==> src/rtl/shm_dma_pkg.sv <==
// rtl/shm_dma_pkg.sv - shared types and constants for the shared-memory DMA engine
package shm_dma_pkg;

  typedef enum logic [2:0] {
    ST_IDLE,
    ST_PLFETCH,
    ST_XFER,
    ST_DRAIN,
    ST_DONE
  } dma_state_t;

  localparam logic MODE_READ  = 1'b0;
  localparam logic MODE_WRITE = 1'b1;

endpackage

==> src/rtl/shm_dma_rr_arb.sv <==
// rtl/shm_dma_rr_arb.sv - round-robin channel arbiter; search starts after the last-served channel
module shm_dma_rr_arb #(
  parameter int N     = 4,
  parameter int IDX_W = 2
) (
  input  logic             clock,
  input  logic             reset,
  input  logic [N-1:0]     pending,
  input  logic             advance,
  output logic [IDX_W-1:0] grant_idx,
  output logic             grant_valid
);

  logic [IDX_W-1:0] last_q;
  logic [IDX_W-1:0] cand;

  always_ff @(posedge clock) begin
    if (reset) begin
      last_q <= IDX_W'(N - 1);
    end else if (advance && grant_valid) begin
      last_q <= grant_idx;
    end
  end

  // Walk offsets from farthest to nearest so the nearest pending channel wins.
  always_comb begin
    grant_valid = 1'b0;
    grant_idx   = '0;
    cand        = '0;
    for (int off = N; off >= 1; off--) begin
      cand = IDX_W'((int'(last_q) + off) % N);
      if (pending[cand]) begin
        grant_valid = 1'b1;
        grant_idx   = cand;
      end
    end
  end

endmodule

==> src/rtl/shm_dma_engine.sv <==
// rtl/shm_dma_engine.sv - paged shared-memory DMA engine; SHM_DMA_BOUNDS_CHECK_EN enables chain-end detection
module shm_dma_engine
  import shm_dma_pkg::*;
#(
  parameter int PROC_CNT  = 4,
  parameter int SHM_AW    = 8,
  parameter int LOC_AW    = 4,
  parameter int WORD_SIZE = 16,
  parameter int PAGE_SIZE = 2,
  localparam int PAGES_AW = SHM_AW - PAGE_SIZE
) (
  input  logic                                clock,
  input  logic                                reset,
  input  logic [PROC_CNT-1:0]                 req_toggle,
  input  logic [PROC_CNT-1:0]                 req_write,
  input  logic [PROC_CNT-1:0][SHM_AW-1:0]     req_ptr,
  input  logic [PROC_CNT-1:0][LOC_AW-1:0]     req_local,
  input  logic [PROC_CNT-1:0][LOC_AW:0]       req_len,
  output logic [PROC_CNT-1:0]                 ack_toggle,
  output logic [PROC_CNT-1:0][LOC_AW-1:0]     pm_addr,
  output logic [PROC_CNT-1:0][WORD_SIZE-1:0]  pm_wdata,
  output logic [PROC_CNT-1:0]                 pm_we,
  input  logic [PROC_CNT-1:0][WORD_SIZE-1:0]  pm_rdata,
  output logic [SHM_AW-1:0]                   cn_addr,
  output logic [WORD_SIZE-1:0]                cn_wdata,
  output logic                                cn_we,
  input  logic [WORD_SIZE-1:0]                cn_rdata,
  output logic [PAGES_AW-1:0]                 pl_addr,
  input  logic [PAGES_AW-1:0]                 pl_rdata,
  output logic                                busy,
  output logic                                err
);

  localparam int IDX_W = $clog2(PROC_CNT);
  localparam logic [LOC_AW:0] LEN_ONE = 1;

  dma_state_t            state_q, state_d;
  logic [IDX_W-1:0]      ch_q;
  logic                  write_q;
  logic [LOC_AW-1:0]     local_q;
  logic [SHM_AW-1:0]     addr_q;
  logic [PAGES_AW-1:0]   page_q;
  logic [LOC_AW:0]       cnt_q;
  logic                  wr_valid_q;
  logic [LOC_AW-1:0]     wr_local_q;
  logic [SHM_AW-1:0]     wr_shm_q;
  logic [PROC_CNT-1:0]   ack_q;
  logic [IDX_W-1:0]      grant_idx;
  logic                  grant_valid;
  logic                  grant_take;
  logic                  last_word;
`ifdef SHM_DMA_BOUNDS_CHECK_EN
  logic                  chain_end;
  logic                  err_q;
`endif

  shm_dma_rr_arb #(
    .N     (PROC_CNT),
    .IDX_W (IDX_W)
  ) u_arb (
    .clock       (clock),
    .reset       (reset),
    .pending     (req_toggle ^ ack_q),
    .advance     (grant_take),
    .grant_idx   (grant_idx),
    .grant_valid (grant_valid)
  );

  assign last_word = &addr_q[PAGE_SIZE-1:0];
`ifdef SHM_DMA_BOUNDS_CHECK_EN
  // A null next-page only matters if more words still need that page.
  assign chain_end = (state_q == ST_XFER) && last_word && (cnt_q > LEN_ONE) && (pl_rdata == '0);
`endif

  always_comb begin
    state_d    = state_q;
    grant_take = 1'b0;
    case (state_q)
      ST_IDLE: begin
        if (grant_valid) begin
          state_d    = ST_PLFETCH;
          grant_take = 1'b1;
        end
      end
      ST_PLFETCH: state_d = (cnt_q == '0) ? ST_DRAIN : ST_XFER;
      ST_XFER: begin
        if (cnt_q == LEN_ONE) state_d = ST_DRAIN;
`ifdef SHM_DMA_BOUNDS_CHECK_EN
        if (chain_end) state_d = ST_DONE;
`endif
      end
      ST_DRAIN: state_d = ST_DONE;
      ST_DONE:  state_d = ST_IDLE;
      default:  state_d = ST_IDLE;
    endcase
  end

  always_ff @(posedge clock) begin
    if (reset) begin
      state_q    <= ST_IDLE;
      ch_q       <= '0;
      write_q    <= MODE_READ;
      local_q    <= '0;
      addr_q     <= '0;
      page_q     <= '0;
      cnt_q      <= '0;
      wr_valid_q <= 1'b0;
      wr_local_q <= '0;
      wr_shm_q   <= '0;
      ack_q      <= '0;
    end else begin
      state_q    <= state_d;
      wr_valid_q <= (state_q == ST_XFER);
      if (grant_take) begin
        ch_q    <= grant_idx;
        write_q <= req_write[grant_idx];
        local_q <= req_local[grant_idx];
        addr_q  <= req_ptr[grant_idx];
        page_q  <= req_ptr[grant_idx][SHM_AW-1:PAGE_SIZE];
        cnt_q   <= req_len[grant_idx];
      end
      if (state_q == ST_XFER) begin
        wr_local_q <= local_q;
        wr_shm_q   <= addr_q;
        local_q    <= local_q + LOC_AW'(1);
        cnt_q      <= cnt_q - LEN_ONE;
        if (last_word) begin
          addr_q <= {pl_rdata, {PAGE_SIZE{1'b0}}};
          page_q <= pl_rdata;
        end else begin
          addr_q <= addr_q + SHM_AW'(1);
        end
      end
      if ((state_d == ST_DONE) && (state_q != ST_DONE)) ack_q[ch_q] <= ~ack_q[ch_q];
    end
  end

`ifdef SHM_DMA_BOUNDS_CHECK_EN
  always_ff @(posedge clock) begin
    if (reset) err_q <= 1'b0;
    else if (chain_end) err_q <= 1'b1;
  end
  assign err = err_q;
`else
  assign err = 1'b0;
`endif

  // Read of word k is issued from the walk registers; its write lands one cycle later.
  always_comb begin
    pm_addr  = '0;
    pm_wdata = '0;
    pm_we    = '0;
    cn_addr  = '0;
    cn_wdata = '0;
    cn_we    = 1'b0;
    pl_addr  = page_q;
    if (state_q == ST_XFER) begin
      if (last_word) pl_addr = pl_rdata;
      if (write_q == MODE_WRITE) pm_addr[ch_q] = local_q;
      else cn_addr = addr_q;
    end
    if (wr_valid_q) begin
      if (write_q == MODE_WRITE) begin
        cn_addr  = wr_shm_q;
        cn_wdata = pm_rdata[ch_q];
        cn_we    = 1'b1;
      end else begin
        pm_addr[ch_q]  = wr_local_q;
        pm_wdata[ch_q] = cn_rdata;
        pm_we[ch_q]    = 1'b1;
      end
    end
  end

  assign ack_toggle = ack_q;
  assign busy       = (state_q != ST_IDLE);

endmodule

==> config.mk <==
export PLATFORM = sky130hd
export DESIGN_NAME = shm_dma_engine
export DESIGN_NICKNAME = d
export VERILOG_FILES = /design/src/rtl/shm_dma_pkg.sv /design/src/rtl/shm_dma_rr_arb.sv /design/src/rtl/shm_dma_engine.sv
export SDC_FILE = /design/constraint.sdc
export NUM_CORES = 1
export LEC_CHECK = 0
export ABC_AREA = 1
export CAP_MARGIN = 20
export CORE_MARGIN = 3
export CORE_UTILIZATION = 37
export CTS_CLUSTER_SIZE = 10
export DETAILED_ROUTE_END_ITERATION = 6
export GPL_TIMING_DRIVEN = 0
export PLACE_DENSITY_LB_ADDON = 0.12
export SYNTH_ARGS = -nofsm -noshare
export SYNTH_HDL_FRONTEND = slang
export SYNTH_HIERARCHICAL = 1
export SYNTH_SLANG_ARGS = --single-unit
export TNS_END_PERCENT = 10
==> constraint.sdc <==
create_clock -name clock -period 2.4 [get_ports clock]
set_input_delay 0.48 -clock clock [delete_from_list [all_inputs] [get_ports clock]]
set_output_delay 0.48 -clock clock [all_outputs]
set_load 0.005 [all_outputs]
==> impl_results.md, run 1 <==
- Max-cap violations: 0
- CTS tree: done
- Die Wd: 113 µm
- I/O pin cnt: 285
- Final slew viol count: 0
- GRT Util Overall: 27.6%
- Synth warn: 6
- Port bufs: 283
- Core area: 11000 µm²
- Non-Filler Instances: 1161
- Flops & latches, synth: 48
- Slew @ Worst Pin: 0.667 ns
- Async SR Flop Fraction: 0%
- Critical Path RT: 1.92 ns
- RSZ-0062 raised after global routing: true
- ANT nets after route: 0
- Min Tclk post-route: 2.41 ns
- Final WS setup: -0.0132 ns
- Initial DRC Count: 374
- CP Data Arrival Time: 1.93 ns
- Residual DRC: 0
- CTS HTree Levels: 2
- Synth Area per Inst: 5.87 µm²
- Post-CTS Hold Fix Bufs: 0
- Num Clock Sinks: 48
- Overall routed net length: 18900 µm
- Pin count of the biggest net entering global routing: 17
- Crit end category: primary output
- Clk_skew: 0.00489 ns
- Dominant synthesized flop cell: dfxtp_1
- Site row count: 38
- Hold Vio Cnt, Final: 0
- Pwr per Cell Area: 980 nW/µm²
- Starting density of the core: 38.4%
- Layout cell share with drive strength beyond 1: 14.5%
- DR vias/cell: 5.12
- Tcrit/Tclk final: 101%
- First-pass GRT wire length: 28300 µm
- Clk_lat worst skew: 0.30 ns
- Gr ovfl total: 0
- Clk buf depth: 2
- Die area: 12800 µm²
- Clock Pin Slew Worst Setup and Hold Paths: 0.07 ns
- EDFF count, synth: 0
- Fin area: 7820 µm²
- Placed Instance Area: 7250 µm²
- Max rail drop VDD: 0.760 mV
- Antenna diode count: 0
- Synth-to-Final Area Change: 84.4%
- Max Fclk: 414 MHz
- Mapped Cells: 722
- Failing checks: setup timing
- Status: complete, but fails checks
- CP Launch Type: register
- Fin nets: 1189
- Critical path type: reg2out
- Drt wl/cell: 16.3 µm
- RD Place Congestion: 0.877
- Worst Path Max Fanout: 10
- Clk root buf: clkbuf_16
- Vias: 5941
- Drt pass-1 iters: 5
- Fill cell count: 960
- Total CTS buffers: 5
- Dpl cells: 1145
- Vias in the first global route: 5430
- Initial antenna violation count: 0
- Slew Limit Headroom: 55.6%
- Cell Area, Synth: 4240 µm²
- Static leakage: 3.75 nW
- Die Ht: 113 µm
- DPL Wire Length: 14800 µm
- Post-synth net total: 891
- Final setup violation count: 1
- Seq/Total Area, Yosys: 22.7%
- Distinct cell type count after synthesis: 39
- Hold crit path type: reg2reg
-- power by group --
group / internal (mW) / total [mW] / switching (mW)
registers: 1.06 / 1.28 / 0.226
logic: 2.36 / 5.55 / 3.19
clock network: 0.496 / 0.827 / 0.332
-- per-layer routing --
layer  wire length (µm)  GRT usage [%]  vias up
li1                   -              -     2951
met1               7760           34.3     2727
met2               9560           48.7      225
met3               1130           4.49       38
met4                476           8.33        0
met5                  0              0        -
-- sequential cells by signal, indices dropped and copies added (netlist names), named ones only --
name / flops
ack_toggle: 4
addr_q: 5
ch_q: 2
cnt_q: 5
local_q: 4
page_q: 6
state_q: 3
u_arb/last_q: 2
wr_local_q: 4
wr_shm_q: 8
wr_valid_q: 1
write_q: 1
-- cell type report --
type	count	area, µm²	share of cell area [%]
Multi-Input combinational cell	552	2880	36.9
Clock buffer	5	125	1.60
Clock inverter	3	47.5	0.608
Tap cell	140	175	2.24
Timing Repair Buffer	291	2900	37.1
Inverter	85	348	4.45
Buffer	37	359	4.59
Sequential cell	48	978	12.5
-- final timing paths --
| path | slack, ns | to | cells past startpoint | from |
|---|---|---|---|---|
| worst max-delay path | -0.01 | cn_wdata[11] | 5 | ch_q[0] |
| worst min-delay path | 0.47 | wr_shm_q[0] | 2 | wr_shm_q[0] |
| worst max register to register | 0.20 | cnt_q[1] | 14 | ack_toggle[3] |
| worst min register to register | 0.47 | wr_shm_q[0] | 2 | wr_shm_q[0] |
-- cells by family (layout without fill, tap and decap cells) --
kind of cell	count (synthesis)	after routing	synth area share, %
AND/OR/NAND/NOR	361	361	36.4
AO/OA/AOI/OAI	178	178	24.4
buffers and inverters	122	421	13.5
flip-flops	48	48	22.7
XOR/XNOR	7	7	1.45
adder cells (fa/ha/maj)	5	5	1.48
other	1	1	0.0885
-- critical path: stages, from the launching register on --
cell and delay, ns:
dfxtp_4 0.37, nor2_4 0.17, buf_2 0.26, a22oi_1 0.12
a21oi_1 0.18, clkdlybuf4s50_1 0.53
-- synth_stat cells, types with 6 or more instances --
cell      number  area share [%]
nand2_1      159              14
nor2_1       130              12
inv_1         69             6.1
o21ai_0       64             7.6
a21oi_1       52             6.1
dfxtp_1       48              23
nand3_1       37             4.4
a22oi_1       33             5.8
nand2_2       18             2.7
o22ai_1       17             2.5
buf_2         14             1.7
inv_2         12             1.1
buf_6          8             2.1
clkbuf_1       8            0.71
nor2_4         6             1.6
xor2_1         6             1.2
-- layout by cell type, fill, tap and decap left out, drive strengths merged, types with 6 or more instances in the layout --
cell	count
clkdlybuf4s50	230
nand2	177
nor2	139
inv	83
o21ai	66
a21oi	53
dfxtp	48
nand3	38
buf	37
dlygate4sd2	34
a22oi	33
dlymetal6s2s	19
o22ai	17
clkbuf	13
xor2	6
-- what timing repair did --
action,in CTS,in global routing
setup endpoints to repair,120,71
resized for setup,131,48
pin swaps,8,11
hold endpoints to repair,0,0
buffers inserted,7,1
-- through the flow --
stage	worst slack, ns	total power, mW	setup TNS [ns]	hold WS [ns]	utilization, %
after detailed placement	-0.754	5.98	-15.79	0.458	65.7
after CTS	-0.0526	7.44	-0.138	0.468	69.6
after floorplan	0.317	4.47	0	0.437	-
final	-0.0132	7.66	-0.0132	0.468	70.9
after global placement	-0.758	5.94	-16.02	0.451	65.7
after global routing	-0.0971	8.30	-0.929	0.478	70.9
Note: power is estimated with default switching activity, not from simulation.
==> run 2: changes to the inputs <==
Settings changed: CORE_ASPECT_RATIO set to 1.2.
Clock period 2.4 ns to 2.3 ns, I/O delays scaled along.
==> impl_results.md, run 2 (synthesis gave the netlist of run 1 again) <==
- I/O pin cnt: 285 (unchanged)
- Largest register FFs: 8 (unchanged)
- Clk_skew: 0.00486 ns (-0.0000260 ns)
- Failing checks: setup timing
- Critical Path RT: 1.84 ns (-0.08 ns)
- Leading cell types in the layout, fill and taps excluded: 196 x clkdlybuf4s50_1, 143 x nand2_1, 121 x nor2_1, 65 x inv_1, 51 x a21oi_1
- Min Tclk post-route: 2.40 ns
- Final setup violation count: 13 (+12)
- Initial DRC Count: 434 (+16%)
- Vias in the first global route: 5783 (+6.5%)
- Worst r2r src: ack_toggle[3]
- Slowest-stage cell, CP: clkdlybuf4s50_1
- Antenna diode count: 0 (unchanged)
- Vias: 6121 (+3.0%)
- DPL Wire Length: 15700 µm (+6.1%)
- Slew @ Worst Pin: 0.608 ns (-0.0582 ns)
- Fin nets: 1210 (+1.8%)
- Hold Path End: wr_shm_q[6]
- Drt wl/cell: 17.1 µm (+5.1%)
- Hold crit path type: reg2reg
- Crit path cell chain: inv_1 -> nand2_2 -> nor2_2 -> inv_2 -> nor2_4 -> inv_2 -> buf_6 -> nor2_1 -> clkdlybuf4s50_1
- R2r worst-path depth: 18 (+4)
- Clock Pin Slew Worst Setup and Hold Paths: 0.07 ns (about the same)
- Setup tns final: -0.563 ns (-0.550 ns)
- Non-Filler Instances: 1196 (+3.0%)
- Worst path max stage delay: 0.50 ns (-0.03 ns)
- Final WS setup: -0.102 ns (-0.0890 ns)
- Critical Path Stages: 9 (+4)
- Gr ovfl total: 0 (unchanged)
- Hold Vio Cnt, Final: 0 (unchanged)
- DR vias/cell: 5.12 (about the same)
- RSZ-0062 raised after global routing: true
- Num Clock Sinks: 48 (unchanged)
- Starting density of the core: 38.2% (-0.20 points)
- Max rail drop VDD: 1.22 mV (+61%)
- Clk buf depth: 2 (unchanged)
- Residual DRC: 0 (unchanged)
- CP dominant cell by count: inv_2
- Worst path bufs/invs: 5 (+3)
- Final slew viol count: 0 (unchanged)
- Die Wd: 104 µm (-8.2%)
- Post-layout power: 8.77 mW (+14%)
- Crit end category: primary output
- Most flop-heavy register: wr_shm_q
- Hold slack final: 0.462 ns (-0.00557 ns)
- Critical path type: reg2out
- Static leakage: 4.37 nW (+17%)
- Min-delay src: wr_shm_q[6]
- Most Crowded Layer GR: met2
- Die area: 12800 µm² (about the same)
- Layout cell share with drive strength beyond 1: 17.1% (+2.6 points)
- Max-cap violations: 0 (unchanged)
- Initial antenna violation count: 0 (unchanged)
- Slew Limit Headroom: 59.4% (+3.9 points)
- Status: complete, but fails checks
- First-pass GRT wire length: 30600 µm (+8.3%)
- Core area: 11100 µm² (+0.52%)
- Pwr per Cell Area: 1080 nW/µm² (+10%)
- Tcrit/Tclk final: 104%
- Post-CTS Hold Fix Bufs: 0 (unchanged)
- RD Place Congestion: 0.929 (+6.0%)
- CP top delay family: buffers and inverters
- Pin count of the biggest net entering global routing: 16 (-1)
- Leading cell type in the layout, fill and taps excluded: clkdlybuf4s50_1
- Die Ht: 123 µm (+9.0%)
- Total CTS buffers: 5 (unchanged)
- Synth-to-Final Area Change: 91.8%
- CTS HTree Levels: 2 (unchanged)
- Overall routed net length: 20500 µm (+8.3%)
- Hold Crit Depth: 2 (unchanged)
- Dpl cells: 1159 (+1.2%)
- CTS tree: done
- Worst Path Max Fanout: 10 (unchanged)
- Clk root buf: clkbuf_16
- Site row count: 42 (+11%)
- ANT nets after route: 0 (unchanged)
- Flop2flop setup slack: 0.08 ns (-0.12 ns)
- Clk_lat worst skew: 0.29 ns (about the same)
- R2R Path End: local_q[3]
- Max Fclk: 416 MHz
- Met1 Use GR: 32.5% (-1.8 points)
- Drt pass-1 iters: 5 (unchanged)
- Fill cell count: 948 (-1.3%)
- GR Util met3: 9.30% (+4.8 points)
- GRT Util Overall: 30.0% (+2.5 points)
- CP Launch Type: register
- Largest regs: wr_shm_q: 8 flops, page_q: 6 flops
- Port bufs: 283 (unchanged)
- Met2 Use GR: 55.2% (+6.5 points)
- CP Data Arrival Time: 1.94 ns (about the same)
-- run 2: worst max path at each step --
stage / from / to / slack, ns
global placement: req_toggle[3] / local_q[1] / -0.78
finish: ch_q[1] / pm_wdata[23] / -0.10
floorplan: req_toggle[2] / local_q[2] / 0.24
global route: ch_q[1] / pm_wdata[23] / -0.19
detailed placement: req_toggle[3] / local_q[1] / -0.82
CTS: state_q[1] / pm_addr[14] / -0.19
-- run 2: what timing repair did --
item                       4_1_cts  5_1_grt
gates cloned                     3        1
setup endpoints to repair      137       92
pin swaps                       19       10
buffers inserted                21        4
gates resized for setup        144       81
-- run 2: power by group --
group	switching, mW	internal (mW)
combinational	3.62	3.08
clock	0.324	0.401
sequential	0.240	1.10
total	4.18	4.59
-- run 2: layout make-up --
class,instances,area (µm²),share of cell area [%]
Timing Repair Buffer,312,3200,39.3
Multi-Input combinational cell,552,2890,35.6
Sequential cell,48,982,12.1
Buffer,37,375,4.62
Inverter,85,345,4.25
Tap cell,154,193,2.37
Clock buffer,5,125,1.54
Clock inverter,3,18.8,0.231
-- run 2: through the flow --
stage	util [%]	setup slack [ns]	area [µm²]
after floorplan	-	0.237	4240
after global placement	65.5	-0.777	7260
after detailed placement	65.5	-0.817	7260
after CTS	71.2	-0.185	7890
after global routing	73.3	-0.195	8130
final	73.3	-0.102	8130
-- run 2: tightest hold or removal path, delay by kind of cell, from the launching register on --
kind,cells,cell delay [ns]
simple gates,1,0.06
flops,1,0.31
compound gates,1,0.05
-- run 2: metal layers --
| metal | up-vias | part of all wire (%) |
|---|---|---|
| li1 | 2987 | - |
| met1 | 2769 | 37 |
| met2 | 319 | 50 |
| met3 | 46 | 9.7 |
| met4 | 0 | 3.7 |
| met5 | - | 0 |
==> run 3: changes to the inputs <==
Settings changed: RECOVER_POWER set to 50, SLEW_MARGIN set to 25.
==> impl_results.md, run 3 (synthesis gave the netlist of run 1 again) <==
- Status: complete, but fails checks
- Failing checks: setup timing
- Die area: 12800 µm² (unchanged)
- Post-CTS Hold Fix Bufs: 0 (unchanged)
- RD Place Congestion: 0.929 (unchanged)
- Max-cap violations: 0 (unchanged)
- Pin count of the biggest net entering global routing: 16 (unchanged)
- First-pass GRT wire length: 30600 µm (unchanged)
- Final setup violation count: 25 (+12)
- Starting density of the core: 38.2% (unchanged)
- Leading cell types in the layout, fill and taps excluded: 191 x clkdlybuf4s50_1, 143 x nand2_1, 122 x nor2_1, 66 x inv_1, 51 x a21oi_1
- Initial antenna violation count: 0 (unchanged)
- Fill cell count: 966 (+1.9%)
- Overall routed net length: 20500 µm (-0.12%)
- Total CTS buffers: 5 (unchanged)
- Critical Path RT: 1.84 ns (about the same)
- Die Ht: 123 µm (unchanged)
- Pwr per Cell Area: 1080 nW/µm² (+0.48%)
- CP Launch Type: register
- DPL Wire Length: 15700 µm (unchanged)
- Layout cell share with drive strength beyond 1: 16.4% (-0.67 points)
- RSZ-0062 raised after global routing: true
- Clock Pin Slew Worst Setup and Hold Paths: 0.07 ns (about the same)
- DR vias/cell: 5.11 (-0.15%)
- I/O pin cnt: 285 (unchanged)
- Drt wl/cell: 17.1 µm (-0.12%)
- Largest register FFs: 8 (unchanged)
- CTS HTree Levels: 2 (unchanged)
- Clk root buf: clkbuf_16
- Port bufs: 283 (unchanged)
- Non-Filler Instances: 1196 (unchanged)
- Initial DRC Count: 453 (+4.4%)
- Vias: 6112 (-0.15%)
- Hold crit path type: reg2reg
- Clk_skew: 0.00428 ns (-0.000582 ns)
- Clk buf depth: 2 (unchanged)
- Largest regs: wr_shm_q: 8 flops, page_q: 6 flops
- Fin nets: 1210 (unchanged)
- Tcrit/Tclk final: 104% (about the same)
- CP Data Arrival Time: 1.94 ns (about the same)
- Hold Vio Cnt, Final: 0 (unchanged)
- Site row count: 42 (unchanged)
- Slew Limit Headroom: 58.3% (-1.1 points)
- Leading cell type in the layout, fill and taps excluded: clkdlybuf4s50_1
- Static leakage: 4.14 nW (-5.3%)
- Final WS setup: -0.101 ns (+0.000915 ns)
- Critical path type: reg2out
- ANT nets after route: 0 (unchanged)
- Vias in the first global route: 5783 (unchanged)
- Worst Path Max Fanout: 10 (unchanged)
- Min Tclk post-route: 2.40 ns (-0.000915 ns)
- Core area: 11100 µm² (unchanged)
- Final slew viol count: 0 (unchanged)
- Gr ovfl total: 0 (unchanged)
- Num Clock Sinks: 48 (unchanged)
- CTS tree: done
- Clk_lat worst skew: 0.29 ns (about the same)
- Residual DRC: 0 (unchanged)
- GRT Util Overall: 30.0% (unchanged)
- Crit end category: primary output
- Setup tns final: -1.26 ns (-0.699 ns)
- Antenna diode count: 0 (unchanged)
- Die Wd: 104 µm (unchanged)
- Most flop-heavy register: wr_shm_q
- Dpl cells: 1159 (unchanged)
- Synth-to-Final Area Change: 90.0%
- Max rail drop VDD: 1.22 mV (-0.33%)
- Max Fclk: 416 MHz (about the same)
- Drt pass-1 iters: 5 (unchanged)
- Slew @ Worst Pin: 0.626 ns (+0.0172 ns)
-- run 3: cell count changes in the layout (fill, tap and decap cells not counted), moves of 2 or more --
| cell | delta |
|---|---|
| buf_6 | -2 |
| clkdlybuf4s25_1 | +10 |
| dlymetal6s4s_1 | +5 |
| clkdlybuf4s50_1 | -5 |
| dlymetal6s2s_1 | -17 |
| dfxtp_1 | +3 |
| dlygate4sd3_1 | +5 |
| dfxtp_2 | -3 |
| clkbuf_1 | +4 |
| nor2_4 | -2 |
-- run 3: per-layer routing --
layer | up-vias | routed length, µm | track usage (%)
li1 | 2981 | - | -
met1 | 2768 | 7520 | 32.5
met2 | 323 | 10300 | 55.2
met3 | 40 | 1960 | 9.30
met4 | 0 | 709 | 11.7
met5 | - | 0 | 0
-- run 3: worst max-delay path, cell delays in order (launching register included) --
cell and delay (ns):
dfxtp_4 0.37, inv_1 0.08, nand2_2 0.09, nor2_2 0.11, inv_2 0.07, nor2_4 0.09, inv_2 0.09, buf_6 0.17
nor2_1 0.09, clkdlybuf4s50_1 0.50
-- run 3: final cells by class --
cell class                      instances  area [µm²]  share of cell area [%]
Clock inverter                          3        18.8                   0.233
Multi-Input combinational cell        552        2880                    35.8
Clock buffer                            5         125                    1.55
Timing Repair Buffer                  312        3160                    39.2
Buffer                                 37         360                    4.47
Inverter                               85         343                    4.26
Tap cell                              154         193                    2.39
Sequential cell                        48         978                    12.1
-- run 3: power by group --
part | leakage, nW | internal [mW] | total [mW] | switching, mW
clock network | 0.0736 | 0.402 | 0.731 | 0.329
logic | 3.67 | 3.05 | 6.66 | 3.61
registers | 0.399 | 1.10 | 1.34 | 0.238
total | 4.14 | 4.56 | 8.73 | 4.17
-- run 3: worst paths after layout --
kind | startpoint | to | slack [ns] | cells past startpoint
max | ch_q[1] | pm_wdata[23] | -0.10 | 9
min | wr_shm_q[6] | wr_shm_q[6] | 0.46 | 2
max reg2reg | ack_toggle[1] | local_q[1] | 0.06 | 16
min reg2reg | wr_shm_q[6] | wr_shm_q[6] | 0.46 | 2
-- run 3: repair_timing --
| item | 4_1_cts | 5_1_grt |
|---|---|---|
| resized for setup | 144 | 81 |
| pin swaps | 19 | 10 |
| setup buffers | 21 | 4 |
| hold endpoints to repair | 0 | 0 |
| cloned | 3 | 1 |
| setup endpoints to repair | 137 | 92 |
-- run 3: per-stage QoR --
step | hold slack, ns | utilization (%) | cell area [µm²] | setup WS (ns) | power, mW
CTS | 0.467 | 71.2 | 7890 | -0.185 | 8.44
floorplan | 0.437 | - | 4240 | 0.237 | 4.67
detailed placement | 0.457 | 65.5 | 7260 | -0.817 | 6.32
global placement | 0.450 | 65.5 | 7260 | -0.777 | 6.27
global route | 0.481 | 72.6 | 8050 | -0.195 | 9.35
finish | 0.462 | 72.6 | 8050 | -0.101 | 8.73
